## config.mk

```make
export PLATFORM = sky130hd
export DESIGN_NAME = bti_tcm_flat
export DESIGN_NICKNAME = d
export VERILOG_FILES = /design/src/rtl/bti_pkg.sv /design/src/rtl/bti_tcm_if.sv /design/src/rtl/bti_rsp_fifo.sv /design/src/rtl/bti_tcm.sv /design/src/flat_wrapper.sv
export SDC_FILE = /design/constraint.sdc
export NUM_CORES = 1
export LEC_CHECK = 0
export ABC_AREA = 1
export CORE_MARGIN = 4
export CORE_UTILIZATION = 41
export DETAILED_ROUTE_END_ITERATION = 12
export GPL_ROUTABILITY_DRIVEN = 0
export GPL_TIMING_DRIVEN = 0
export PLACE_DENSITY = 0.85
export SYNTH_ARGS = -nofsm -noshare
export SYNTH_HDL_FRONTEND = slang
export SYNTH_SLANG_ARGS = --single-unit
export TNS_END_PERCENT = 5
```

## constraint.sdc

```tcl
create_clock -name clk -period 3.3 [get_ports clk]
set_input_delay 0.495 -clock clk [delete_from_list [all_inputs] [get_ports clk]]
set_output_delay 0.495 -clock clk [all_outputs]
set_load 0.01 [all_outputs]
```

## src/rtl/bti_pkg.sv

```systemverilog
// rtl/bti_pkg.sv - shared BTI command and packet types
// Purpose: command encoding, transaction id width and request/response
// packet layouts shared by every BTI agent.
package bti_pkg;

  localparam int BTI_TIDW = 4;

  // Encodings outside this enum are treated as unknown commands.
  typedef enum logic [1:0] {
    BTI_CMD_READ  = 2'd0,
    BTI_CMD_WRITE = 2'd1
  } bti_cmd_e;

  typedef struct packed {
    logic [BTI_TIDW-1:0] tid;
    bti_cmd_e            cmd;
    logic [31:0]         addr;
    logic [31:0]         data;
    logic [3:0]          strobe;
  } bti_req_pkt_t;

  typedef struct packed {
    logic [BTI_TIDW-1:0] tid;
    logic [31:0]         data;
    logic                ok;
  } bti_rsp_pkt_t;

endpackage

```

## src/rtl/bti_tcm_if.sv

```systemverilog
// rtl/bti_tcm_if.sv - BTI request and response channel interfaces
// Purpose: vld/rdy channels carrying BTI packets.
// Ports (per interface): vld (mst->slv), rdy (slv->mst), pkt (mst->slv).
interface bti_req_if_t;
  import bti_pkg::*;
  logic         vld;
  logic         rdy;
  bti_req_pkt_t pkt;
  modport mst (output vld, output pkt, input rdy);
  modport slv (input vld, input pkt, output rdy);
endinterface

interface bti_rsp_if_t;
  import bti_pkg::*;
  logic         vld;
  logic         rdy;
  bti_rsp_pkt_t pkt;
  modport mst (output vld, output pkt, input rdy);
  modport slv (input vld, input pkt, output rdy);
endinterface

```

## src/rtl/bti_rsp_fifo.sv

```systemverilog
// rtl/bti_rsp_fifo.sv - 2-entry response FIFO with parameterised payload
// Purpose: buffers completed responses ahead of the response channel.
// Ports: clk, rst_n (sync, active-low); in_vld/in_data push side;
//        out_vld/out_data/out_rdy pop side; cnt = current occupancy (0..2).
module bti_rsp_fifo #(
  parameter int WIDTH = 8
) (
  input  logic             clk,
  input  logic             rst_n,
  input  logic             in_vld,
  input  logic [WIDTH-1:0] in_data,
  output logic             out_vld,
  output logic [WIDTH-1:0] out_data,
  input  logic             out_rdy,
  output logic [1:0]       cnt
);

  logic [WIDTH-1:0] mem_q [2];
  logic [WIDTH-1:0] mem_d [2];
  logic             wr_ptr_q, wr_ptr_d;
  logic             rd_ptr_q, rd_ptr_d;
  logic [1:0]       cnt_q, cnt_d;
  logic             push, pop;

  always_comb begin
    out_vld  = (cnt_q != 2'd0);
    out_data = mem_q[rd_ptr_q];
    cnt      = cnt_q;
    pop      = out_vld && out_rdy;
    // The upstream credit check keeps pushes within capacity; the guard
    // only protects the storage if that contract is ever broken.
    push     = in_vld && ((cnt_q != 2'd2) || pop);
    mem_d    = mem_q;
    if (push) begin
      mem_d[wr_ptr_q] = in_data;
    end
    wr_ptr_d = wr_ptr_q ^ push;
    rd_ptr_d = rd_ptr_q ^ pop;
    cnt_d    = cnt_q + {1'b0, push} - {1'b0, pop};
  end

  always_ff @(posedge clk) begin
    if (!rst_n) begin
      wr_ptr_q <= 1'b0;
      rd_ptr_q <= 1'b0;
      cnt_q    <= 2'd0;
    end else begin
      wr_ptr_q <= wr_ptr_d;
      rd_ptr_q <= rd_ptr_d;
      cnt_q    <= cnt_d;
    end
  end

  // Payload storage needs no reset: it is only observed when cnt_q != 0.
  always_ff @(posedge clk) begin
    mem_q <= mem_d;
  end

endmodule

```

## src/rtl/bti_tcm.sv

```systemverilog
// rtl/bti_tcm.sv - BTI tightly-coupled memory front end
// Purpose: decodes BTI requests onto an external single-port SRAM and
// returns in-order responses through a pending stage and a 2-entry FIFO.
// Ports: clk, rst_n (sync, active-low); bti_req_slv request channel;
//        bti_rsp_mst response channel; sram_en/we/addr/wdata/wstrb to the
//        array; sram_rdata from the array, valid one cycle after a read.
module bti_tcm
  import bti_pkg::*;
#(
  parameter int          DEPTH = 4096,
  parameter logic [31:0] BASE  = 32'h0001_0000
) (
  input  logic                     clk,
  input  logic                     rst_n,
  bti_req_if_t.slv                 bti_req_slv,
  bti_rsp_if_t.mst                 bti_rsp_mst,
  output logic                     sram_en,
  output logic                     sram_we,
  output logic [$clog2(DEPTH)-1:0] sram_addr,
  output logic [31:0]              sram_wdata,
  output logic [3:0]               sram_wstrb,
  input  logic [31:0]              sram_rdata
);

  localparam int AW   = $clog2(DEPTH);
  localparam int RSPW = $bits(bti_rsp_pkt_t);

  bti_req_pkt_t        req;
  logic [31:0]         off;
  logic                in_range, aligned, is_rd, is_wr, acc_ok, accept;
  logic                p_vld_q, p_vld_d;
  logic                p_rd_q, p_rd_d;
  logic                p_ok_q, p_ok_d;
  logic [BTI_TIDW-1:0] p_tid_q, p_tid_d;
  logic [2:0]          occ;
  logic                pop;
  logic [1:0]          fifo_cnt;
  logic                fifo_vld;
  logic [RSPW-1:0]     fifo_in, fifo_out;
  bti_rsp_pkt_t        push_pkt;

  always_comb begin
    req      = bti_req_slv.pkt;
    off      = req.addr - BASE;
    // Upper offset bits zero means the word index fits in the array.
    in_range = (req.addr >= BASE) && (off[31:AW+2] == '0);
    // BASE is word aligned, so the offset low bits equal addr[1:0].
    aligned  = (off[1:0] == 2'b00);
    is_rd    = (req.cmd == BTI_CMD_READ);
    is_wr    = (req.cmd == BTI_CMD_WRITE);
    acc_ok   = in_range && aligned && (is_rd || is_wr);

    // Every slot held by the pending stage or the FIFO is a spent credit;
    // a same-cycle pop returns one, which sustains one request per cycle.
    pop             = fifo_vld && bti_rsp_mst.rdy;
    occ             = 3'(p_vld_q) + 3'(fifo_cnt) - 3'(pop);
    bti_req_slv.rdy = rst_n && (occ < 3'd2);
    accept          = bti_req_slv.vld && bti_req_slv.rdy;

    sram_en    = accept && acc_ok;
    sram_we    = is_wr;
    sram_addr  = off[AW+1:2];
    sram_wdata = req.data;
    sram_wstrb = req.strobe;

    // The pending entry always drains into the FIFO on the next cycle; the
    // credit rule guarantees the FIFO has room for it.
    p_vld_d = accept;
    p_tid_d = accept ? req.tid : p_tid_q;
    p_rd_d  = accept && acc_ok && is_rd;
    p_ok_d  = accept && acc_ok;

    push_pkt.tid  = p_tid_q;
    push_pkt.data = p_rd_q ? sram_rdata : 32'h0;
    push_pkt.ok   = p_ok_q;
    fifo_in       = push_pkt;

    bti_rsp_mst.vld = fifo_vld;
    bti_rsp_mst.pkt = bti_rsp_pkt_t'(fifo_out);
  end

  always_ff @(posedge clk) begin
    if (!rst_n) begin
      p_vld_q <= 1'b0;
      p_tid_q <= '0;
      p_rd_q  <= 1'b0;
      p_ok_q  <= 1'b0;
    end else begin
      p_vld_q <= p_vld_d;
      p_tid_q <= p_tid_d;
      p_rd_q  <= p_rd_d;
      p_ok_q  <= p_ok_d;
    end
  end

  bti_rsp_fifo #(
    .WIDTH (RSPW)
  ) u_rsp_fifo (
    .clk      (clk),
    .rst_n    (rst_n),
    .in_vld   (p_vld_q),
    .in_data  (fifo_in),
    .out_vld  (fifo_vld),
    .out_data (fifo_out),
    .out_rdy  (bti_rsp_mst.rdy),
    .cnt      (fifo_cnt)
  );

endmodule

```

## src/flat_wrapper.sv

```systemverilog
// flat-port wrapper written by rule: the top's interface ports become plain ports
module bti_tcm_flat import bti_pkg::*;
#(
  parameter int          DEPTH = 4096,
  parameter logic [31:0] BASE  = 32'h0001_0000
)
  (clk, rst_n, sram_en, sram_we, sram_addr, sram_wdata, sram_wstrb, sram_rdata, bti_req_slv_vld, bti_req_slv_pkt, bti_req_slv_rdy, bti_rsp_mst_vld, bti_rsp_mst_pkt, bti_rsp_mst_rdy);
  bti_req_if_t bti_req_slv_i ();
  bti_rsp_if_t bti_rsp_mst_i ();
  input  logic clk;
  input  logic rst_n;
  output logic sram_en;
  output logic sram_we;
  output logic [$clog2(DEPTH)-1:0] sram_addr;
  output logic [31:0] sram_wdata;
  output logic [3:0] sram_wstrb;
  input  logic [31:0] sram_rdata;
  input wire logic [$bits(bti_req_slv_i.vld)-1:0] bti_req_slv_vld;
  input wire logic [$bits(bti_req_slv_i.pkt)-1:0] bti_req_slv_pkt;
  output wire logic [$bits(bti_req_slv_i.rdy)-1:0] bti_req_slv_rdy;
  output wire logic [$bits(bti_rsp_mst_i.vld)-1:0] bti_rsp_mst_vld;
  output wire logic [$bits(bti_rsp_mst_i.pkt)-1:0] bti_rsp_mst_pkt;
  input wire logic [$bits(bti_rsp_mst_i.rdy)-1:0] bti_rsp_mst_rdy;
  assign bti_req_slv_i.vld = bti_req_slv_vld;
  assign bti_req_slv_i.pkt = bti_req_slv_pkt;
  assign bti_req_slv_rdy = bti_req_slv_i.rdy;
  assign bti_rsp_mst_vld = bti_rsp_mst_i.vld;
  assign bti_rsp_mst_pkt = bti_rsp_mst_i.pkt;
  assign bti_rsp_mst_i.rdy = bti_rsp_mst_rdy;
  bti_tcm #(.DEPTH(DEPTH), .BASE(BASE)) u_core (.clk(clk), .rst_n(rst_n), .bti_req_slv(bti_req_slv_i), .bti_rsp_mst(bti_rsp_mst_i), .sram_en(sram_en), .sram_we(sram_we), .sram_addr(sram_addr), .sram_wdata(sram_wdata), .sram_wstrb(sram_wstrb), .sram_rdata(sram_rdata));
endmodule
```

==> results.cfg <==
[worst_setup_path]
cp_common_cell = nand2_4
critPathMaxStageDelay_ns = 0.53
endpoint_kind = output port
path_cells = inv_4 > nand2_4 > nand2_4 > inv_2 > ha_4 > or2_4 > fa_1 > nand2_4 > nor2_2 > nand2_1 > nor2_1 > nand3_1 > nor2_2 > nand2_2 > inv_2 > buf_6
r2r_setup_slack_ns = 0.88
cp.required_ns = 2.80
worst-path-buf-inv = 4
arrival_ns = 2.65
cp_max_fo = 2
crit_type = reg -> out
reg2reg_depth = 16
cp_slowest_cell = fa_1
start_kind = flop
r2r_start = u_core.u_rsp_fifo.cnt[1]
r2r_end = u_core.p_rd_q
crit_family = simple AND/OR/NAND/NOR gates

[cts]
cts_num_sinks = 85
hold_buffers = 0
htreeDepth = 3
cts_tree = yes
clk_path_buf_depth = 2
cts_root_buffer = clkbuf_8
clkLatencyLatePin_ns = 0.35
clk_pin_slew_ns = 0.09
cts_buffers = 9

[timing]
finalHoldWorstSlack_ns = 0.376
drv_slew = 0
tightest_slew_ns = 0.942
post-route-period-util = 0.953
setup_viol = 0
max_slew_margin = 0.372
period_minus_slack_ns = 3.14
fin_skew_ns = 0.0111
hold_viol_final = 0
fmax_mhz = 318

[routing]
ant_nets = 0
drt_iter0_markers = 105
drc = 0
dr.pass1.iters = 4
via_count = 3236
viasPerCell = 4.37
routed_wl_um = 9860
post_drt_wl_per_cell_um = 13.3

[worst_hold_path]
hold_class = in -> reg
hold_end = u_core.u_rsp_fifo.cnt[0]
hold_start = rst_n
hold_depth = 3

[grt]
grtUsageTotal = 0.166
use_met1 = 0.175
grt_pass1_wl_um = 15000
gr-usage-met2 = 0.315
overflow = 0
met3_usage = 0.0406
antenna_found_initial = 0
grt_max_degree = 38
grt_busiest_layer = met2
first_global_vias = 3288

[layout]
nNetsFinal = 718
area_growth_pct = 47.8
final_util = 0.620
fillers = 822
antennaDiodeCount = 0
register_area_sq_um = 2450
multi_input_area_sq_um = 1050
drive_gt1_frac = 0.165

[yosys]
synth-seq-area-share = 0.596
syn_area_sq_um = 4100
synth-edff-count = 74
ys_top_cells_by_area = edfxtp_1, nand2_1, buf_4
synth_cells = 437
synth_warnings = 0
yosys-top-cells-count = nand2_1, edfxtp_1, inv_1
avgSynthCellArea_sq_um = 9.38
ys_ff_latch = 85
synth_ff_type = edfxtp_1
synth_top_area_frac = 0.542
yosysMostFrequentCell = nand2_1
yosys.cell_types.count = 26
syn_nets = 553
yosysTopAreaCell = edfxtp_1
async_reset_ff_frac = 0

[floorplanning]
rows = 36
start_util = 0.419
core_area_sq_um = 9770
die-area_sq_um = 11700
die_h_um = 108
die_x_um = 108
ios = 199

[run_status]
status = completed

[job]
cap_violations = 0

[power]
seqPwrFrac = 0.395
p_sw_frac = 0.315
power_leakage_nw = 2.72
power_frac_comb = 0.401
p_switching_mw = 1.19
p_int_mw = 2.60
max-vdd-ir-drop_uv = 364
pwr-share-clk = 0.204
p_per_area_nw_per_um2 = 625

[placed_design]
dp_hpwl_um = 7390
io_buffers = 149
[state kept, by name, summed over array words and instances (netlist names)]
name and flops:
u_core.u_rsp_fifo.mem_q 74, u_core.p_ok_q 1, u_core.u_rsp_fifo.wr_ptr_q 1, u_core.p_vld_q 1, u_core.u_rsp_fifo.rd_ptr_q 1, u_core.p_tid_q 4
u_core.p_rd_q 1, u_core.u_rsp_fifo.cnt 2
[layout make-up]
type,instances,share of cell area
Sequential cell,85,0.404
Clock inverter,3,0.00372
Multi-Input combinational cell,232,0.173
Buffer,60,0.0686
Tap cell,133,0.0275
Inverter,60,0.0378
Timing Repair Buffer,154,0.252
Clock buffer,13,0.0333
[worst reg2reg max path: cells and delay by family, from the launching register on]
family	cells	cell delay (ns)
fa+ha+maj	2	0.73
buf+inv	3	0.26
flops	1	0.37
simple gates	11	1.03
[what timing repair did]
| action | 4_1_cts | 5_1_grt |
|---|---|---|
| hold endpoints to repair | 0 | 0 |
| gates resized for setup | 11 | 9 |
| cloned | 0 | 0 |
| setup buffers | 2 | 3 |
| pin swaps | 2 | 7 |
| endpoints found under the setup margin | 2 | 1 |
[power groups by stage]
stage / Clock (mW) / Sequential, mW / Combinational [mW]
after floorplan: 0 / 1.50 / 0.704
after global placement: 0 / 1.52 / 1.42
after detailed placement: 0 / 1.52 / 1.47
after CTS: 0.787 / 1.50 / 1.50
after global routing: 0.843 / 1.52 / 1.67
final: 0.771 / 1.50 / 1.52
[routing by layer]
| layer | vias to the layer above | share of wire |
|---|---|---|
| met5 | - | 0 |
| met4 | 0 | 0.011 |
| met3 | 12 | 0.074 |
| met2 | 117 | 0.55 |
| met1 | 1479 | 0.37 |
| li1 | 1628 | - |
[logic make-up after synthesis]
kind of cell               share of synthesized area
adders and majority gates                     0.0202
DFF                                            0.596
buffers and inverters                          0.157
AOI/OAI and AO/OA                             0.0153
xor gates and xnor gates                     0.00214
and+or+nand+nor                                0.210
[worst max path at each step]
stage | cells past startpoint | end | slack, ns | start
final | 16 | sram_en | 0.16 | u_core.u_rsp_fifo.cnt[1]
after global routing | 16 | sram_en | -0.02 | u_core.u_rsp_fifo.cnt[1]
after CTS | 16 | sram_en | -0.06 | u_core.u_rsp_fifo.cnt[0]
after detailed placement | 15 | sram_en | -0.62 | bti_rsp_mst_rdy
after global placement | 15 | sram_en | -0.57 | bti_rsp_mst_rdy
after floorplan | 15 | sram_en | 0.45 | u_core.u_rsp_fifo.cnt[1]
[through the flow]
step	cells	instance area, sq um	setup WS, ns	power [mW]	TNS (ns)
after floorplan	437	4100	0.446	2.21	0
after global placement	719	5760	-0.566	2.94	-0.736
after detailed placement	719	5760	-0.619	3.00	-0.828
after CTS	737	6000	-0.0587	3.78	-0.0587
after global routing	740	6060	-0.0232	4.03	-0.0232
final	740	6060	0.155	3.79	0
[placed cells by master (no fill, tap or decap), types with 3 or more instances in the layout]
cell	instances
nand2_2	5
buf_1	4
o21ai_1	5
edfxtp_1	74
clkbuf_1	5
dfxtp_1	9
clkdlybuf4s50_1	146
nor2_1	25
clkbuf_8	11
o21ai_0	4
nor2_2	6
nand2_1	167
inv_2	3
nand3_1	3
inv_1	55
buf_4	53
nand2_4	3
Power figures use the tool's default switching activity.
